[config.mk]
export PLATFORM = sky130hd
export DESIGN_NAME = seq_detect_ctrl
export DESIGN_NICKNAME = d
export VERILOG_FILES = /design/src/rtl/seq_det_pkg.sv /design/src/rtl/seq_det_core.sv /design/src/rtl/seq_detect_ctrl.sv
export SDC_FILE = /design/constraint.sdc
export NUM_CORES = 1
export LEC_CHECK = 0
export CORE_AREA = 2 2 105 77
export DETAILED_ROUTE_END_ITERATION = 8
export DIE_AREA = 0 0 107 79
export PLACE_DENSITY = 0.55
export SYNTH_ARGS = -nofsm -noshare
export SYNTH_HDL_FRONTEND = slang
export SYNTH_SLANG_ARGS = --single-unit
export TNS_END_PERCENT = 1
[constraint.sdc]
create_clock -name clk -period 2 [get_ports clk]
set_input_delay 0.3 -clock clk [delete_from_list [all_inputs] [get_ports clk]]
set_output_delay 0.3 -clock clk [all_outputs]
set_load 0.005 [all_outputs]
[src/rtl/seq_det_pkg.sv]
// Shared types and defaults for the programmable serial sequence detector.
// Build option: SEQ_DET_REG_OUT_EN registers the match pulse in seq_detect_ctrl.
package seq_det_pkg;

    typedef enum logic [1:0] {
        IDLE = 2'd0,
        ARM  = 2'd1,
        RUN  = 2'd2,
        DONE = 2'd3
    } state_t;

    localparam int unsigned DEF_PAT_W = 4;
    localparam int unsigned DEF_CNT_W = 8;

endpackage

[src/rtl/seq_det_core.sv]
// Detect datapath: bit history, fill counter and masked pattern comparator.
// hit is combinational and only asserts on a cycle where shift is high.
module seq_det_core #(
    parameter int unsigned PAT_W = 4,
    parameter int unsigned LEN_W = $clog2(PAT_W) + 1
) (
    input  logic             clk,
    input  logic             rst,
    input  logic             clr,
    input  logic             shift,
    input  logic             in,
    input  logic [PAT_W-1:0] pattern,
    input  logic [LEN_W-1:0] len,
    output logic             hit
);

    localparam int unsigned HIST_W = PAT_W - 1;

    logic [HIST_W-1:0] hist_q;
    logic [LEN_W-1:0]  fill_q;
    logic [PAT_W-1:0]  window;
    logic [PAT_W-1:0]  mask;
    logic              filled;

    // Window is the history plus the bit arriving this cycle; mask keeps the low len bits.
    always_comb begin
        window = {hist_q, in};
        mask   = '0;
        for (int unsigned i = 0; i < PAT_W; i++) begin
            mask[i] = (LEN_W'(i) < len);
        end
        filled = ((LEN_W + 1)'(fill_q) + (LEN_W + 1)'(1)) >= (LEN_W + 1)'(len);
        hit    = shift & filled & (((window ^ pattern) & mask) == '0);
    end

    always_ff @(posedge clk or negedge rst) begin
        if (!rst) begin
            hist_q <= '0;
            fill_q <= '0;
        end else if (clr) begin
            hist_q <= '0;
            fill_q <= '0;
        end else if (shift) begin
            hist_q <= window[HIST_W-1:0];
            if (fill_q != LEN_W'(PAT_W)) begin
                fill_q <= fill_q + LEN_W'(1);
            end
        end
    end

endmodule

[src/rtl/seq_detect_ctrl.sv]
// Run-time controller for the programmable sequence detector: config, FSM, match count.
// Build option: define SEQ_DET_REG_OUT_EN for a registered (one-cycle-late) match pulse.
module seq_detect_ctrl
    import seq_det_pkg::*;
#(
    parameter int unsigned PAT_W = DEF_PAT_W,
    parameter int unsigned LEN_W = $clog2(PAT_W) + 1,
    parameter int unsigned CNT_W = DEF_CNT_W
) (
    input  logic             clk,
    input  logic             rst,
    input  logic             cfg_we,
    input  logic [PAT_W-1:0] cfg_pattern,
    input  logic [LEN_W-1:0] cfg_len,
    input  logic             cfg_overlap,
    input  logic [CNT_W-1:0] cfg_limit,
    input  logic             start,
    input  logic             stop,
    input  logic             in_valid,
    input  logic             in,
    output logic             out,
    output logic [CNT_W-1:0] match_cnt,
    output logic             busy,
    output logic             done
);

    state_t           state_q, state_d;
    logic [PAT_W-1:0] pat_q;
    logic [LEN_W-1:0] len_q;
    logic             ovl_q;
    logic [CNT_W-1:0] lim_q;
    logic [CNT_W-1:0] cnt_q, cnt_d, cnt_inc;
    logic             core_clr, core_shift, hit;
    logic             cfg_ok;
    logic [LEN_W-1:0] len_sel;

    seq_det_core #(
        .PAT_W (PAT_W),
        .LEN_W (LEN_W)
    ) u_core (
        .clk     (clk),
        .rst     (rst),
        .clr     (core_clr),
        .shift   (core_shift),
        .in      (in),
        .pattern (pat_q),
        .len     (len_q),
        .hit     (hit)
    );

    // Out-of-range lengths fall back to the full pattern width.
    always_comb begin
        cfg_ok  = (state_q == IDLE) || (state_q == DONE);
        len_sel = cfg_len;
        if ((cfg_len == '0) || (cfg_len > LEN_W'(PAT_W))) begin
            len_sel = LEN_W'(PAT_W);
        end
    end

    always_ff @(posedge clk or negedge rst) begin
        if (!rst) begin
            pat_q <= '0;
            len_q <= LEN_W'(PAT_W);
            ovl_q <= 1'b1;
            lim_q <= '0;
        end else if (cfg_we && cfg_ok) begin
            pat_q <= cfg_pattern;
            len_q <= len_sel;
            ovl_q <= cfg_overlap;
            lim_q <= cfg_limit;
        end
    end

    always_ff @(posedge clk or negedge rst) begin
        if (!rst) begin
            state_q <= IDLE;
            cnt_q   <= '0;
        end else begin
            state_q <= state_d;
            cnt_q   <= cnt_d;
        end
    end

    // Next state, counter update and datapath sequencing; stop outranks start and limit.
    always_comb begin
        state_d    = state_q;
        cnt_d      = cnt_q;
        core_clr   = 1'b0;
        core_shift = 1'b0;
        cnt_inc    = (cnt_q == '1) ? cnt_q : cnt_q + CNT_W'(1);
        case (state_q)
            IDLE: begin
                if (start && !stop) begin
                    state_d = ARM;
                    cnt_d   = '0;
                end
            end
            ARM: begin
                core_clr = 1'b1;
                state_d  = stop ? IDLE : RUN;
            end
            RUN: begin
                core_shift = in_valid;
                if (hit) begin
                    cnt_d = cnt_inc;
                    if (!ovl_q) begin
                        core_clr = 1'b1;
                    end
                end
                if (stop) begin
                    state_d = IDLE;
                end else if (hit && (lim_q != '0) && (cnt_inc == lim_q)) begin
                    state_d = DONE;
                end
            end
            DONE: begin
                if (stop) begin
                    state_d = IDLE;
                end else if (start) begin
                    state_d = ARM;
                    cnt_d   = '0;
                end
            end
            default: state_d = IDLE;
        endcase
    end

`ifdef SEQ_DET_REG_OUT_EN
    always_ff @(posedge clk or negedge rst) begin
        if (!rst) begin
            out <= 1'b0;
        end else begin
            out <= hit;
        end
    end
`else
    assign out = hit;
`endif

    assign match_cnt = cnt_q;
    assign busy      = (state_q == ARM) || (state_q == RUN);
    assign done      = (state_q == DONE);

endmodule

==> summary by stage, run 1 <==
Status
The run finished, with violations left. The checks that failed: negative setup slack.

Power and ir drop
Across the VDD grid, the largest voltage drop is about 0.64 mV. In this run switching power makes up a little under two fifths of total power. The reported net switching power is between 0.001 and 0.0015 W. The internal power of the cells totals between 0.002 and 0.0025 W.

The share of total power dissipated in sequential elements is 32.1%. The static leakage power is ~1.4 nW. The total power density per cell area is about 1000 mW/mm^2. After layout, the design draws a total of about 0.0033 W. The share of total power dissipated in the clock network is 15.7%. The combinational power share is a little over half.

Routing
The number of DRC markers in iteration 0 is around 130. The routed via count is between 1500 and 2000. The total wirelength of the detailed-routed design is 5.74 mm. The number of nets with antenna violations after routing is 0. In the final routed layout, each cell accounts on average for 13.6 um. The iteration count of the initial detailed-routing pass is 4. After detailed routing, the number of remaining DRC violations is 0. The number of vias per cell is roughly 4.7.

Finish
Once layout is done, the placed cells without fillers occupy approximately 0.0032 sq mm. The post-route netlist has roughly a third of its cells at a drive strength greater than 1. The library cell used most frequently in the layout, excluding fill and tap cells, is sky130_fd_sc_hd__buf_4. The library cells used most frequently in the layout, excluding fill and tap cells, are sky130_fd_sc_hd__buf_4 (56), sky130_fd_sc_hd__clkdlybuf4s50_1 (31), sky130_fd_sc_hd__dfrtp_1 (30). From synthesis to final layout, the design area changed by 48.0%. For this run, the post-layout net count is approximately 360.

0 antenna diodes ended up in the layout.

Critical path
The data arrival time at the worst-slack endpoint is between 2000 and 2500 ps. The worst setup path is captured at a flip-flop. The sort of element at the start of the critical path is a flip-flop. The worst path required time is 2160 ps.

Of all nets on the critical path, the largest fanout is 4. The critical path in this run is classified as reg2reg.

Global route
The maximum number of pins on one net before global-route repair is 33. The met1 track utilization from global routing is around a quarter. The initial antenna violation count is 0. The number of global-route vias before repair was roughly 2000. The first global-routing pass estimated just under 10 mm of wire. For this run, global-route usage on met2 was measured as 20.8%. After global routing, the most crowded layer is met1. In the global route stage, met3 resource usage came out at 2.55%. For this run the aggregate overflow at the end of global routing stands at 0.

The global-route usage over all layers is between 10% and 20%.

Logic synthesis
The synthesized design contains 0 enable-type register cells. After synthesis, the share of flip-flops with an asynchronous set or reset is 100%. The mapped netlist covers roughly 0.0022 sq mm. Yosys printed 0 warnings. Yosys attributes the largest share of cell area to sky130_fd_sc_hd__dfrtp_1 (35%), sky130_fd_sc_hd__ha_1 (6.9%), sky130_fd_sc_hd__mux2_2 (5.7%). Counting every instance in the synthesized netlist gives between 200 and 250. In the synthesized netlist the dominant register cell turns out to be sky130_fd_sc_hd__dfrtp_1. The share of synthesized area in the top cell type comes to 34.6%. The average cell area after synthesis is ~9.4 sq um. The synthesized netlist contains 59 unique library cells.

The net count of the mapped netlist is between 200 and 300. The register bit total from synthesis is 32. Sequential elements use 37.0% of the synthesized area. The cell type with the largest total area after synthesis is sky130_fd_sc_hd__dfrtp_1.

Die
The area inside the core boundary is 0.00753 sq mm. Row generation in the floorplan step produced 27 rows. Measured along the x axis, the die boundary spans 107 um. The number of top-level design ports is 34. For this configuration, the core starts out at a cell density of between 20 and 30%. The total die area is 0.00845 sq mm. The floorplan step set the die height to around 79 um.

Clock tree
The clock-pin slew on the worst setup and hold paths is approximately 70 ps. Counting every sink on the clock net gives 32. The buffer depth of the longest clock path is 2. The depth of the CTS H-tree is 2.

The clock tree from TritonCTS is built. The CTS root buffer is sky130_fd_sc_hd__clkbuf_8. The clock latency on the worst-skew pair is about 280 ps.

The total clock buffers created by CTS is 5.

Timing
At the pin with the least slew margin, the transition time is about 420 ps. The final worst hold slack is approximately 420 ps. The final max-slew violation count is 0.

The maximum operating frequency is 435 MHz. Headroom to the max-slew limit came out at 71.9%. The final critical-path setup slack is -297 ps. The final total negative setup slack is -3030 ps. The shortest period the worst path allows is 2300 ps. The final hold violation count is 0. Across the routed clock network, the largest skew measured is just under 9 ps. Setup violations remaining at the end of the flow were counted as 17. Of the available clock period, the critical path in the final layout requires 115%. Setup repair after global routing could not meet its margin everywhere.

Hold path
The worst min-delay path category is in2async.

Run
Max-cap violations in this run came to 0.

Place
The count of buffers added on input and output ports is 33. The wire-length estimate of the detail-placed layout is approximately 4.5 mm. Once placement finished, the instance area stood at 0.00303 sq mm.

The pre-CTS worst setup slack is -365 ps. Routability-driven placement finished with a final weighted congestion of roughly 0.81.
## power by group through the flow
stage	Sequential (W)	Clock [W]	Combinational, W
after global routing	0.00110	0.000572	0.00192
after CTS	0.00106	0.000540	0.00171
after detailed placement	0.00107	0	0.00158
after global placement	0.00107	0	0.00156
after floorplan	0.00105	0	0.000928
final	0.00106	0.000519	0.00172
## stage by stage
step | utilization, % | cells
floorplan | - | 231
CTS | 42.3 | 423
global route | 42.6 | 423
global placement | 40.2 | 413
detailed placement | 40.2 | 413
finish | 42.6 | 423
## state kept, by name, summed over array words and instances (netlist names)
name and flops:
match_cnt 8, u_core.fill_q 3, ovl_q 1, state_q 2, len_q 3, lim_q 8, u_core.hist_q 3, pat_q 4
## critical path, stage by stage (launching register included)
cell and delay [ps]:
sky130_fd_sc_hd__dfrtp_1 420, sky130_fd_sc_hd__ha_2 210, sky130_fd_sc_hd__xor2_1 140, sky130_fd_sc_hd__ha_1 270, sky130_fd_sc_hd__o21ai_1 50, sky130_fd_sc_hd__o21ai_1 110
sky130_fd_sc_hd__and4b_2 260, sky130_fd_sc_hd__buf_6 110, sky130_fd_sc_hd__o211ai_2 90, sky130_fd_sc_hd__nor4_4 230, sky130_fd_sc_hd__and2_4 210, sky130_fd_sc_hd__o22ai_1 70
## cell type report
cell class,count,area [sq um]
clock buffers,6,82.6
inverters,17,63.8
repair buffers,92,795
well taps,101,126
multi-input cells,173,1330
fillers,726,4320
clock inverters,2,10.0
flip-flops and latches,32,803
## routing by layer
layer	part of all wire (%)	wire [um]
met4	0.61	35
met2	41	2330
met1	56	3200
met3	3.1	178
met5	0	0
## timing repair
action                     CTS  global route
setup endpoints to repair   18            18
hold buffers                 0             0
setup buffers                2             0
pin swaps                    3             0
resized for setup           11             8
## worst paths after layout
kind	from	endpoint	slack, ps	cells after the start
max	u_core.fill_q[0]	state_q[1]	-300	11
min	rst	len_q[0]	420	2
max reg2reg	u_core.fill_q[0]	state_q[1]	-300	11
min reg2reg	pat_q[0]	pat_q[0]	530	1
max in group asynchronous	rst	ovl_q	1250	2
min in group clk	pat_q[0]	pat_q[0]	530	1
## Yosys cell counts, drive strengths merged, types with 4 or more instances
cell type  number
a21oi          22
a31oi           4
buf             7
dfrtp          30
ha             12
inv            17
mux2           11
nand2          16
nand3           9
nor2           13
o21ai          18
xnor2           9
xor2            4
## cell families after synthesis
group           Yosys count  share of synthesized area, %
simple gates             69                          18.9
compound gates           65                          19.5
flops                    32                          37.0
buf+inv                  26                          5.31
mux                      14                          7.10
xor+xnor                 13                          5.25
fa+ha+maj                12                          6.92
(Power assumes the default switching activity.)
==> run 2, diff against run 1 <==
ABC_CLOCK_PERIOD_IN_PS = 2000   (was default)
==> results of run 2 <==
The final DEF is identical to that of run 1; final timing and power are the same.
==> run 3, diff against run 2 <==
CAP_MARGIN = 20   (was default)
==> results of run 3 <==
The final DEF is identical to that of run 1; final timing and power are the same.
==> variant 1 (settings of run 2) <==
`DEF_CNT_W`: 8 -> 12.
--- a/src/rtl/seq_det_pkg.sv
+++ b/src/rtl/seq_det_pkg.sv
@@ -10,7 +10,7 @@
     } state_t;
 
     localparam int unsigned DEF_PAT_W = 4;
-    localparam int unsigned DEF_CNT_W = 8;
+    localparam int unsigned DEF_CNT_W = 12;
 
 endpackage
 
Interface: changed (resized cfg_limit and match_cnt); port bits go from 34 to 42. No check against the original RTL was run, so the function may have changed too.
==> variant 1 against run 2 <==
The run still ends with setup timing left. Clock power up 42%. Global-route usage is 5.2 points higher. Core utilization up 12 points. Routed wire length up 35%. Final area grew 27%. Setup slack lost 0.20 ns. Synthesized area grew 22%. Total power grew 19%. Sequential cell count grew 8. Cell count is 27% higher. Critical path type unchanged.
==> variant 1: results (changes against run 2) <==
| Metric | Value |
|---|---|
| Status | complete, but fails checks |
| Failing checks | setup timing |
| Setup violators final | 21 (+4) |
| Relative slew slack | 73.3% (+1.5 points) |
| Nets@finish | 473 (+33%) |
| Post-Place Cells | 520 (+26%) |
| DRT Pass-1 Iters | 5 (+1) |
| Placer congestion estimate | 0.883 (+9.5%) |
| CP arrival | 2.68 ns (+0.22 ns) |
| Initial DRC count | 204 (+63%) |
| Largest net degree at the start of global routing | 27 (-18%) |
| Worst setup margin | -0.500 ns (-0.203 ns) |
| Critical Path Fanout Max | 7 (+3) |
| Post-DP HPWL | 5980 microns (+32%) |
| Final WL | 7770 microns (+35%) |
| Synth top area cells | dfrtp_1 (36%), nand2_1 (8.7%), ha_1 (5.7%) |
| Finished Layout Cells | 536 (+27%) |
| Vias in the first global route | 2,649 (+33%) |
| Area after DPL | 3750 sq um (+24%) |
| # fillers | 700 (-3.6%) |
| Root Driver | clkbuf_8 |
| Top post-synthesis cells by count | nand2_1 (61), dfrtp_1 (38), nor2_1 (25), o21ai_0 (20) |
| PortBufs | 41 (+24%) |
| Fraction of layout cells with a size suffix above 1 | 29.0% (-4.3 points) |
| Avg Inst Size Synth | 8.40 sq um (-11%) |
| Worst VDD drop | 0.418 mV (-35%) |
| Seq/Total Area, Yosys | 37.9% (+0.89 points) |
| Leak | 0.00192 uW (+38%) |
| First-pass GRT wire length | 13,300 microns (+35%) |
| Clock Latency Late Sink | 0.30 ns (+0.02 ns) |
| Syn Nets | 354 (+33%) |
variant 1: cell type report:
cell class / count / area, sq um / share of cell area, %
inverters: 19 / 76.3 / 1.87
flip-flops and latches: 40 / 1010 / 24.7
well taps: 101 / 126 / 3.10
clock inverters: 1 / 30.0 / 0.736
clock buffers: 7 / 96.3 / 2.36
multi-input cells: 240 / 1610 / 39.6
repair buffers: 128 / 1130 / 27.6
variant 1: layer usage:
layer  GRT usage, %  wire (microns)
met1           30.1            4070
met2           29.7            3270
met3           2.96             324
met4           6.23              97
met5              0               0
variant 1: timing repair:
item	in CTS	in global routing
hold buffers	1	0
pin swaps	9	2
gates cloned	0	0
gates resized for setup	29	6
buffers inserted	5	2
hold endpoints to repair	13	0
endpoints found under the setup margin	22	22
variant 1: worst max-delay path: stages, from the launching register on:
cell	delay, ns
dfrtp_2	0.39
ha_4	0.20
clkinv_4	0.08
nor4_4	0.38
buf_4	0.19
mux2i_1	0.22
nand2_1	0.10
and4_4	0.21
a32oi_4	0.31
mux2i_1	0.22
o211ai_1	0.09
variant 1: power by group:
| part | leakage [uW] | switching (uW) | internal (uW) |
|---|---|---|---|
| Sequential | 0.000513 | 245 | 1060 |
| Combinational | 0.00134 | 979 | 900 |
| Clock | 0.0000645 | 296 | 441 |
variant 1: cell families (layout without fill, tap and decap cells):
family / after synthesis / after routing / synth area share [%]
flip-flops: 40 / 40 / 37.9
XOR/XNOR: 16 / 16 / 5.30
AND/OR/NAND/NOR: 137 / 137 / 26.0
multiplexers: 8 / 8 / 3.07
adder cells (fa/ha/maj): 12 / 12 / 5.68
AO/OA/AOI/OAI: 67 / 67 / 16.4
buffers and inverters: 35 / 155 / 5.63
variant 1: worst paths after layout:
path	startpoint	slack [ns]	endpoint	depth (start not counted)
max	match_cnt[1]	-0.50	state_q[0]	10
min	rst	0.45	u_core.hist_q[0]	2
max reg2reg	match_cnt[1]	-0.50	state_q[0]	10
min reg2reg	ovl_q	0.48	ovl_q	2
max in group asynchronous	rst	1.01	ovl_q	3
min in group clk	ovl_q	0.48	ovl_q	2
variant 1: metrics by stage:
| stage | setup WS, ns | setup TNS (ns) | hold slack (ns) |
|---|---|---|---|
| after floorplan | -0.286 | -1.90 | 0.00441 |
| after global placement | -0.488 | -7.94 | 0.252 |
| after detailed placement | -0.530 | -7.95 | 0.255 |
| after CTS | -0.373 | -5.40 | 0.462 |
| after global routing | -0.685 | -8.74 | 0.509 |
| final | -0.500 | -5.33 | 0.451 |
==> variant 2 (flow settings as in run 2) <==
Made on the original files. Put a register stage on the outputs `out`, `busy` and `done`, with the module's reset. The values now appear one clock later. The other outputs are not delayed to match.
--- a/src/rtl/seq_detect_ctrl.sv
+++ b/src/rtl/seq_detect_ctrl.sv
@@ -134,12 +134,20 @@
         end
     end
 `else
-    assign out = hit;
 `endif
 
     assign match_cnt = cnt_q;
-    assign busy      = (state_q == ARM) || (state_q == RUN);
-    assign done      = (state_q == DONE);
+    always_ff @(posedge clk or negedge rst) begin
+        if (!rst) begin
+            out  <= '0;
+            busy <= '0;
+            done <= '0;
+        end else begin
+            out  <= hit;
+            busy <= (state_q == ARM) || (state_q == RUN);
+            done <= (state_q == DONE);
+        end
+    end
 
 endmodule
 
Function: changed (a bounded check fails within 4 cycles, from zero or initial values and one cycle with rst low).
==> variant 2 against run 2 <==
The flow still finishes with violations (setup timing). Sequential cell count is 3 higher. Fmax decreased by 2.1%. Routed wire length is 1.3% lower. Sequential share of layout area grew 3.1 points. Setup slack lost 0.050 ns. Synthesized area down 0.52%. Total power is 8.1% lower. Final area fell by 2.5%. Critical endpoint is now state_q[0]. Largest power group unchanged. Highest routed layer unchanged.
==> variant 2: results (changes against run 2) <==
| Metric | Value |
|---|---|
| Fraction of layout cells with a size suffix above 1 | 28.7% (-4.5 points) |
| Post-CTS Setup Repair Bufs | 1 (-1) |
| NonClk Buf Share | 24.6% (-0.12 points) |
| Leak | 0.00138 uW (-0.56%) |
| Cell family with most CP delay | compound AO/OA/AOI/OAI gates |
| Seq/Total Area, Yosys | 40.7% (+3.7 points) |
| Placer congestion estimate | 0.927 (+15%) |
| Post-DP HPWL | 4470 microns (-1.1%) |
| Global Route Usage Sum | 14.2% (-0.70 points) |
| Xor/xnor cell area share of the yosys netlist | 3.25% (-2.0 points) |
| Fin Setup TNS | -2.33 ns (+0.703 ns) |
| Clock skew | 0.00668 ns (-0.00196 ns) |
| M3 GR Usage | 3.12% (+0.57 points) |
| Multi-In Gates | 168 (-2.9%) |
| Seq area share | 28.1% (+3.1 points) |
| Post-Place Cells | 408 (-1.2%) |
| Layout clock area frac | 2.60% (-0.28 points) |
| Status | complete, but fails checks |
| # clk buffers | 7 (+1) |
| Vias in the first global route | 1,966 (-1.5%) |
| Met2 wire len | 2450 microns (+5.1%) |
| Syn Nets | 264 (-0.75%) |
| Top post-synthesis cells by count | dfrtp_1 (33), nand2_1 (23), a21oi_1 (17), inv_1 (16) |
| Synth top area cells | dfrtp_1 (38%), ha_1 (7.0%), mux2_2 (6.3%) |
| Bufs w/o clock | 90 (-2.2%) |
| Avg Inst Size Synth | 9.42 sq um (+0.35%) |
| Area of the multi-input gates | 1210 sq um (-8.9%) |
| Non-clock inverters | 16 (-1) |
| Worst setup margin | -0.347 ns (-0.0499 ns) |
| Sum of routed wire segments on met1 | 2910 microns (-8.9%) |
| CP arrival | 2.52 ns (+0.06 ns) |
| Area after DPL | 3010 sq um (-0.66%) |
| Worst path slowest cell | o32a_1 |
| Failing checks | setup timing |
| Critical Path Fanout Max | 5 (+1) |
| Nets@finish | 351 (-1.4%) |
| Area added between synthesis and finish | 45.0% |
| First-pass GRT wire length | 9480 microns (-4.0%) |
| Met3 WL | 292 microns (+64%) |
| Seq cells | 35 (+9.4%) |
| Finished Layout Cells | 418 (-1.2%) |
| Initial DRC count | 89 (-29%) |
| Final WL | 5670 microns (-1.3%) |
| Setup violators final | 16 (-1) |
| Crit-path max cell delay | 0.37 ns (-0.05 ns) |
| DP Worst Slack | -0.363 ns (+0.00212 ns) |
| Actual slew at the worst max-slew pin | 0.419 ns (-0.00263 ns) |
| Synth Area in Compound Gates | 19.6% (+0.10 points) |
| Met1 Use GR | 20.7% (-2.9 points) |
| Worst-path clk slew | 0.07 ns (about the same) |
| M2 GR Usage | 22.0% (+1.3 points) |
| Via/cell ratio | 4.80 (+2.9%) |
| Synth Area in Adders | 6.96% (+0.036 points) |
| Largest net degree at the start of global routing | 36 (+9.1%) |
==> variant 2: cell count changes after synthesis, moves of 5 or more <==
| cell | run 2 | this run |
|---|---|---|
| o21ai_0 | 17 | 12 |
| nand2_1 | 15 | 23 |
| nor3_1 | 2 | 7 |
| xnor2_1 | 9 | 4 |
==> variant 2: power groups by stage <==
| stage | Sequential [uW] | Combinational [uW] | Clock (uW) |
|---|---|---|---|
| floorplan | 1120 | 783 | 0 |
| global placement | 1130 | 1360 | 0 |
| detailed placement | 1130 | 1380 | 0 |
| CTS | 1120 | 1430 | 520 |
| global route | 1150 | 1580 | 547 |
| finish | 1120 | 1420 | 495 |
==> variant 2: worst paths after layout <==
| check | cells past startpoint | slack [ns] | end |
|---|---|---|---|
| max reg2reg | 8 | -0.35 | state_q[0] |
| max in group asynchronous | 2 | 1.34 | len_q[2] |
| min | 2 | 0.39 | match_cnt[5] |
| max | 8 | -0.35 | state_q[0] |
| min in group clk | 1 | 0.53 | pat_q[1] |
| min reg2reg | 1 | 0.53 | pat_q[1] |
